[src/rtl/servo_bus_scheduler_if.sv]
// Shared servo command bus: address, pulse value and the rdy/akn four-phase handshake.
// The scheduler drives through the master modport; servo drivers use the slave modport.
interface servo_bus_scheduler_if;
    logic [7:0] bus_addr;
    logic [7:0] bus_pulse;
    logic       bus_rdy;
    logic       bus_akn;

    modport master (
        output bus_addr,
        output bus_pulse,
        output bus_rdy,
        input  bus_akn
    );

    modport slave (
        input  bus_addr,
        input  bus_pulse,
        input  bus_rdy,
        output bus_akn
    );
endinterface

[src/rtl/servo_bus_scheduler.sv]
// Round-robin scheduler sharing one servo command bus among N_REQ requesters.
// It runs the rdy/akn handshake, reports done/err per requester and inserts a guard gap between commands.
module servo_bus_scheduler #(
    parameter int          N_REQ        = 4,
    parameter logic [31:0] TIMEOUT      = 32'd1000,
    parameter logic [7:0]  GUARD_CYCLES = 8'd4,
    parameter int          PTR_W        = 3
) (
    input  logic                 clk,
    input  logic                 rst,
    input  logic [N_REQ-1:0]     req,
    input  logic [8*N_REQ-1:0]   req_addr,
    input  logic [8*N_REQ-1:0]   req_pulse,
    output logic [N_REQ-1:0]     done,
    output logic [N_REQ-1:0]     err,
    servo_bus_scheduler_if.master bus,
    output logic                 busy,
    output logic [PTR_W-1:0]     grant_id
);

    typedef enum logic [1:0] {
        ST_IDLE,
        ST_ASSERT,
        ST_RELEASE,
        ST_GUARD
    } state_t;

    state_t           state_reg;
    logic [PTR_W-1:0] ptr_reg;
    logic [PTR_W-1:0] grant_reg;
    logic [31:0]      tcnt_reg;
    logic [7:0]       guard_reg;
    logic             ack_reg;
    logic [7:0]       addr_reg;
    logic [7:0]       pulse_reg;
    logic             rdy_reg;
    logic [N_REQ-1:0] done_reg;
    logic [N_REQ-1:0] err_reg;
    logic             busy_reg;

    logic [7:0]       addr_arr  [N_REQ];
    logic [7:0]       pulse_arr [N_REQ];
    logic [N_REQ-1:0] hi_req;
    logic [N_REQ-1:0] grant_onehot;
    logic [PTR_W-1:0] win_hi;
    logic [PTR_W-1:0] win_any;
    logic [PTR_W-1:0] win_idx;
    logic [7:0]       win_addr;
    logic [7:0]       win_pulse;
    logic [31:0]      tcnt_inc;
    logic             tcnt_expired;

    // hi_req keeps only requesters above the pointer, so searching it first gives wrap-around priority.
    genvar gi;
    generate
        for (gi = 0; gi < N_REQ; gi++) begin : g_req
            assign addr_arr[gi]     = req_addr[8*gi +: 8];
            assign pulse_arr[gi]    = req_pulse[8*gi +: 8];
            assign hi_req[gi]       = req[gi] && (PTR_W'(gi) > ptr_reg);
            assign grant_onehot[gi] = (grant_reg == PTR_W'(gi));
        end
    endgenerate

    always_comb begin
        win_hi  = '0;
        win_any = '0;
        for (int k = N_REQ - 1; k >= 0; k--) begin
            if (hi_req[k]) begin
                win_hi = PTR_W'(k);
            end
            if (req[k]) begin
                win_any = PTR_W'(k);
            end
        end
        win_idx = (|hi_req) ? win_hi : win_any;
    end

    always_comb begin
        win_addr  = '0;
        win_pulse = '0;
        for (int k = 0; k < N_REQ; k++) begin
            if (win_idx == PTR_W'(k)) begin
                win_addr  = addr_arr[k];
                win_pulse = pulse_arr[k];
            end
        end
    end

    assign tcnt_inc     = (tcnt_reg == 32'hFFFF_FFFF) ? tcnt_reg : tcnt_reg + 32'd1;
    assign tcnt_expired = (tcnt_reg == TIMEOUT - 32'd1);

    always_ff @(posedge clk) begin
        if (rst) begin
            state_reg <= ST_GUARD;
            guard_reg <= GUARD_CYCLES;
            ptr_reg   <= PTR_W'(N_REQ - 1);
            grant_reg <= '0;
            tcnt_reg  <= '0;
            ack_reg   <= 1'b0;
            addr_reg  <= '0;
            pulse_reg <= '0;
            rdy_reg   <= 1'b0;
            done_reg  <= '0;
            err_reg   <= '0;
            busy_reg  <= 1'b0;
        end else begin
            done_reg <= '0;
            err_reg  <= '0;
            case (state_reg)
                ST_IDLE: begin
                    if (|req) begin
                        addr_reg  <= win_addr;
                        pulse_reg <= win_pulse;
                        grant_reg <= win_idx;
                        ptr_reg   <= win_idx;
                        rdy_reg   <= 1'b1;
                        tcnt_reg  <= '0;
                        busy_reg  <= 1'b1;
                        state_reg <= ST_ASSERT;
                    end
                end
                ST_ASSERT: begin
                    // akn wins over a timeout expiring in the same cycle.
                    if (bus.bus_akn) begin
                        rdy_reg   <= 1'b0;
                        tcnt_reg  <= '0;
                        ack_reg   <= 1'b1;
                        state_reg <= ST_RELEASE;
                    end else if (tcnt_expired) begin
                        rdy_reg   <= 1'b0;
                        tcnt_reg  <= '0;
                        ack_reg   <= 1'b0;
                        state_reg <= ST_RELEASE;
                    end else begin
                        tcnt_reg <= tcnt_inc;
                    end
                end
                ST_RELEASE: begin
                    if (!bus.bus_akn) begin
                        if (ack_reg) begin
                            done_reg <= grant_onehot;
                        end else begin
                            err_reg <= grant_onehot;
                        end
                        guard_reg <= GUARD_CYCLES;
                        state_reg <= ST_GUARD;
                    end else if (tcnt_expired) begin
                        err_reg   <= grant_onehot;
                        guard_reg <= GUARD_CYCLES;
                        state_reg <= ST_GUARD;
                    end else begin
                        tcnt_reg <= tcnt_inc;
                    end
                end
                ST_GUARD: begin
                    // A stray akn from an aborted servo holds us here even after the count expires.
                    if (guard_reg == 8'd0 && !bus.bus_akn) begin
                        busy_reg  <= 1'b0;
                        state_reg <= ST_IDLE;
                    end else begin
                        busy_reg <= 1'b1;
                        if (guard_reg != 8'd0) begin
                            guard_reg <= guard_reg - 8'd1;
                        end
                    end
                end
                default: begin
                    rdy_reg   <= 1'b0;
                    busy_reg  <= 1'b1;
                    guard_reg <= GUARD_CYCLES;
                    state_reg <= ST_GUARD;
                end
            endcase
        end
    end

    assign bus.bus_addr  = addr_reg;
    assign bus.bus_pulse = pulse_reg;
    assign bus.bus_rdy   = rdy_reg;
    assign done          = done_reg;
    assign err           = err_reg;
    assign busy          = busy_reg;
    assign grant_id      = grant_reg;

endmodule

[src/flat_wrapper.sv]
// flat-port wrapper written by rule: the top's interface ports become plain ports
module servo_bus_scheduler_flat 
#(
    parameter int          N_REQ        = 4,
    parameter logic [31:0] TIMEOUT      = 32'd1000,
    parameter logic [7:0]  GUARD_CYCLES = 8'd4,
    parameter int          PTR_W        = 3
)
  (clk, rst, req, req_addr, req_pulse, done, err, busy, grant_id, bus_bus_addr, bus_bus_pulse, bus_bus_rdy, bus_bus_akn);
  servo_bus_scheduler_if bus_i ();
  input  logic clk;
  input  logic rst;
  input  logic [N_REQ-1:0] req;
  input  logic [8*N_REQ-1:0] req_addr;
  input  logic [8*N_REQ-1:0] req_pulse;
  output logic [N_REQ-1:0] done;
  output logic [N_REQ-1:0] err;
  output logic busy;
  output logic [PTR_W-1:0] grant_id;
  output wire logic [$bits(bus_i.bus_addr)-1:0] bus_bus_addr;
  output wire logic [$bits(bus_i.bus_pulse)-1:0] bus_bus_pulse;
  output wire logic [$bits(bus_i.bus_rdy)-1:0] bus_bus_rdy;
  input wire logic [$bits(bus_i.bus_akn)-1:0] bus_bus_akn;
  assign bus_bus_addr = bus_i.bus_addr;
  assign bus_bus_pulse = bus_i.bus_pulse;
  assign bus_bus_rdy = bus_i.bus_rdy;
  assign bus_i.bus_akn = bus_bus_akn;
  servo_bus_scheduler #(.N_REQ(N_REQ), .TIMEOUT(TIMEOUT), .GUARD_CYCLES(GUARD_CYCLES), .PTR_W(PTR_W)) u_core (.clk(clk), .rst(rst), .req(req), .req_addr(req_addr), .req_pulse(req_pulse), .done(done), .err(err), .bus(bus_i), .busy(busy), .grant_id(grant_id));
endmodule
[config.mk]
export PLATFORM = sky130hd
export DESIGN_NAME = servo_bus_scheduler_flat
export DESIGN_NICKNAME = d
export VERILOG_FILES = /design/src/rtl/servo_bus_scheduler_if.sv /design/src/rtl/servo_bus_scheduler.sv /design/src/flat_wrapper.sv
export SDC_FILE = /design/constraint.sdc
export NUM_CORES = 1
export LEC_CHECK = 0
export ABC_CLOCK_PERIOD_IN_PS = 2500
export BUFFER_PORTS_ARGS = -buffer_cell sky130_fd_sc_hd__buf_4
export CAP_MARGIN = 20
export CORE_MARGIN = 3
export CORE_UTILIZATION = 50
export CTS_BUF_LIST = sky130_fd_sc_hd__clkbuf_8
export CTS_CLUSTER_DIAMETER = 50
export DETAILED_ROUTE_END_ITERATION = 8
export GPL_ROUTABILITY_DRIVEN = 0
export PLACE_DENSITY = 0.76
export SLEW_MARGIN = 25
export SYNTH_ARGS = -nofsm -noshare
export SYNTH_HDL_FRONTEND = slang
export SYNTH_SLANG_ARGS = --single-unit
[constraint.sdc]
create_clock -name clk -period 2.5 [get_ports clk]
set_input_delay 0.25 -clock clk [delete_from_list [all_inputs] [get_ports clk]]
set_output_delay 0.25 -clock clk [all_outputs]
set_load 0.01 [all_outputs]
==> results.txt <==
The post-layout total power is 3.54 mW. In the layout the commonest cells are sky130_fd_sc_hd__buf_4 (113), sky130_fd_sc_hd__dfxtp_1 (73), sky130_fd_sc_hd__nand2_1 (55). Hold repair after CTS inserted 0 buffers.

The tools report the hold violation total from the final report as 0. The cell internal power dissipation is 2.42 mW. For the maximum count of clock buffers along a single path, the log shows 2.

The core region is 0.00777 mm2. Fraction of the cycle the final worst path needs: 94.6%. The first global-routing pass estimated 16400 um of wire. Counting every net in the synthesized netlist gives 546. The die outline area came out at 0.00915 mm2.

By area the synthesized netlist is led by sky130_fd_sc_hd__dfxtp_1 (36%), sky130_fd_sc_hd__nand2_1 (5.1%), sky130_fd_sc_hd__mux2i_1 (5.0%). The number of buffers inserted by port buffering came out at 98. Dividing the detail-routed via count by the number of cells gives 5.41.

The worst setup path is launched from a register. CTS placed an instance of sky130_fd_sc_hd__clkbuf_8 at the clock tree root. The detailed-routing iteration count for the pre-antenna-repair pass is 4, and the slew at the pin closest to its max-slew limit is 554 ps. Total non-filler cell area in the finished layout: 0.00519 mm2.

The achievable frequency is 423 MHz, and the net switching fraction of the power is 31.6%. Of the synthesized area, sequential elements account for 36.4%. Counting flops and latches in the post-synthesis netlist gives 73. Fraction of final layout cells with drive strength greater than 1: 32.8%. The worst hold path class is input pin to register. The starting density of the core is 51.8%, and the number of distinct library cells after synthesis is 60.

The critical path goes through ha_1 -> nand2_1 -> or4_1 -> o31a_1 -> buf_4 -> nand4_1 -> xor2_1 -> nor2_1. The share of synthesized area in the top cell type comes to 36.4%. The clock arrives with 8.84 ps of skew. Counting the buffers created by CTS gives 9. The tools report the number of global-route vias before repair as 3553.

The die boundary height was 95.7 um; the post-layout net count was 652. The endpoint arrival time on the critical path was 2610 ps. Summed over all layers, the global routing overflow is 0. In this run the remaining antenna-violating nets after routing total 0. CTS saw 73 sinks. Summed over all nets, the switching power comes to 1.12 mW.

Initial antenna violation count: 0. 100 I/O pins were placed. The synthesized design contains 0 enable-type register cells. For this block, the routed nets add up to 10100 um of wire.

The clock insertion delay at the later pin of the skew report is 350 ps, and the maximum number of pins on one net before global-route repair is 34. Synthesis handed over a netlist of 469 instances. Setup violations remaining at the end of the flow were counted as 0.

Average instance area after synthesis: 8.57 um2. Across the run, the number of max-cap violations was 0. In this design, the stage delay of the slowest critical-path cell is 600 ps. The area growth from synthesis to layout works out to 29.1%. Highest net fanout along the worst path: 7. The Yosys step of the flow raised 0 warnings.

Before CTS, the worst setup slack after placement is 85.8 ps. The number of design rule violations left after detail routing was 0; the final setup slack of the worst path was 136 ps. The routed length per placed instance was 14.8 um. For this design the ratio of total power to cell area is 683 mW/mm2. The share of total power dissipated in the clock network is 28.9%. Area of the mapped netlist: 0.00402 mm2. The kind of end point of the critical path is a register.

The tools report the number of diodes added for antenna fixing as 0. Detailed placement finished with a half-perimeter wire length of 7840 um. VDD sags by at most 449 uV.

Setup repair after global routing left no endpoint under its margin. Measured against its own limit, the worst slew margin works out to 62.9%. The layout has 685 filler cells.

In this run, the combinational gates consume 32.9% of the power. The register with the most flip-flops in the layout has 32 of them. The run finished with clean final reports. The cell with the biggest individual delay on the critical path was sky130_fd_sc_hd__or4_1. Number of violations reported at the end of detailed-routing iteration 0: 176. After clock tree synthesis, the clock-pin slew on the worst setup and hold paths is 80 ps. The worst setup path is of the register to register kind. The detailed-route via count is 3690, and the final number of max-transition violations is 0.

The most used flip-flop cell after synthesis is sky130_fd_sc_hd__dfxtp_1. Sequential cells burn 38.2% of the power. For the cell leakage power, the log shows 1.97 nW. sky130_fd_sc_hd__dfxtp_1 takes more of the synthesized area than any other cell.

The number of rows in the core area was 32; the post-layout minimum cycle time was 2360 ps. Once placement finished, the instance area stood at 0.00494 mm2. Counting flops with an async set or reset pin after synthesis yields a share of 0%. The clock tree synthesis step divided the H-tree into 3 levels. The run gives 0.00245 mm2 as the area of combinational cells with multiple inputs. TritonCTS built the clock tree. The sum of negative setup slack was 0 ps.

The most common cell after layout, fill and taps aside is sky130_fd_sc_hd__buf_4. The data required time at the worst endpoint came out at 2750 ps. The floorplan step set the die width to 95.7 um.

Across every metal layer, demand over resource in global routing totals 22.7%. The area taken by flip-flops and latches was 0.00146 mm2.
stage by stage:
stage | std cells | util [%] | hold WS, ps
floorplan | 469 | - | 390
global placement | 665 | 63.5 | 440
detailed placement | 665 | 63.5 | 448
CTS | 681 | 66.5 | 179
global route | 682 | 66.8 | 181
finish | 682 | 66.8 | 193
per-layer routing:
layer,GRT usage [%],wire length (um),vias to the layer above
li1,-,-,1896
met1,28.1,4440,1713
met2,39.5,5110,72
met3,5.68,466,9
met4,5.33,99,0
met5,0,0,-
final timing paths:
kind / cells past startpoint / startpoint / slack, ps / endpoint
worst min-delay path: 3 / bus_bus_akn / 190 / u_core.ack_reg$_SDFFE_PP0P_
worst min register to register: 2 / u_core.bus.bus_pulse[7]$_SDFFE_PP0P_ / 460 / u_core.bus.bus_pulse[7]$_SDFFE_PP0P_
worst max-delay path: 8 / u_core.tcnt_reg[0]$_SDFFE_PP0P_ / 140 / u_core.tcnt_reg[7]$_SDFFE_PP0P_
worst max register to register: 8 / u_core.tcnt_reg[0]$_SDFFE_PP0P_ / 140 / u_core.tcnt_reg[7]$_SDFFE_PP0P_
cell families (layout without fill, tap and decap cells):
| kind of cell | Yosys count | in the layout | share of synthesized area, % |
|---|---|---|---|
| buf+inv | 29 | 140 | 3.67 |
| compound gates | 81 | 81 | 13.4 |
| simple gates | 217 | 217 | 29.5 |
| fa+ha+maj | 6 | 6 | 1.87 |
| other cells | 1 | 1 | 0.0933 |
| xor+xnor | 26 | 26 | 5.66 |
| mux | 36 | 36 | 9.46 |
| flops | 73 | 73 | 36.4 |
final cells by class:
| type | count | share of cell area [%] |
|---|---|---|
| Sequential cell | 73 | 28.2 |
| Multi-Input combinational cell | 367 | 47.2 |
| Clock inverter | 6 | 1.76 |
| Clock buffer | 10 | 2.65 |
| Timing Repair Buffer | 115 | 17.1 |
| Inverter | 9 | 0.651 |
| Tap cell | 102 | 2.46 |
cell usage after synthesis, types with 4 or more instances:
| cell | n |
|---|---|
| sky130_fd_sc_hd__dfxtp_1 | 73 |
| sky130_fd_sc_hd__nand2_1 | 55 |
| sky130_fd_sc_hd__nor2_1 | 38 |
| sky130_fd_sc_hd__a21oi_1 | 25 |
| sky130_fd_sc_hd__mux2i_1 | 20 |
| sky130_fd_sc_hd__nand4_1 | 20 |
| sky130_fd_sc_hd__o211ai_1 | 19 |
| sky130_fd_sc_hd__mux2_2 | 16 |
| sky130_fd_sc_hd__xor2_1 | 16 |
| sky130_fd_sc_hd__or3_1 | 14 |
| sky130_fd_sc_hd__nand2b_1 | 13 |
| sky130_fd_sc_hd__nor3_1 | 13 |
| sky130_fd_sc_hd__o21ai_0 | 12 |
| sky130_fd_sc_hd__a21oi_2 | 11 |
| sky130_fd_sc_hd__clkbuf_1 | 11 |
| sky130_fd_sc_hd__nand3_1 | 11 |
| sky130_fd_sc_hd__nor2_2 | 11 |
| sky130_fd_sc_hd__xnor2_1 | 10 |
| sky130_fd_sc_hd__inv_1 | 9 |
| sky130_fd_sc_hd__nor4_1 | 9 |
| sky130_fd_sc_hd__and3_1 | 6 |
| sky130_fd_sc_hd__ha_1 | 6 |
| sky130_fd_sc_hd__and2_1 | 5 |
| sky130_fd_sc_hd__buf_2 | 4 |
| sky130_fd_sc_hd__buf_6 | 4 |
power groups by stage:
stage / Combinational (mW) / Clock (mW) / Sequential [mW]
3_3_place_gp: 1.12 / 0 / 1.37
4_1_cts: 1.16 / 1.05 / 1.35
5_1_grt: 1.28 / 1.09 / 1.37
6_report: 1.16 / 1.03 / 1.35
2_1_floorplan: 0.811 / 0 / 1.37
3_5_place_dp: 1.15 / 0 / 1.38
worst max-delay path, delay by kind of cell (launching register included):
kind / cells / cell delay (ps)
simple gates: 4 / 920
flops: 1 / 390
compound gates: 1 / 340
xor+xnor: 1 / 190
fa+ha+maj: 1 / 270
buf+inv: 1 / 170
timing repair:
action                     in CTS  in global routing
setup buffers                   0                  1
setup endpoints to repair       0                 32
gates resized for setup         0                  5
(Power assumes the default switching activity.)
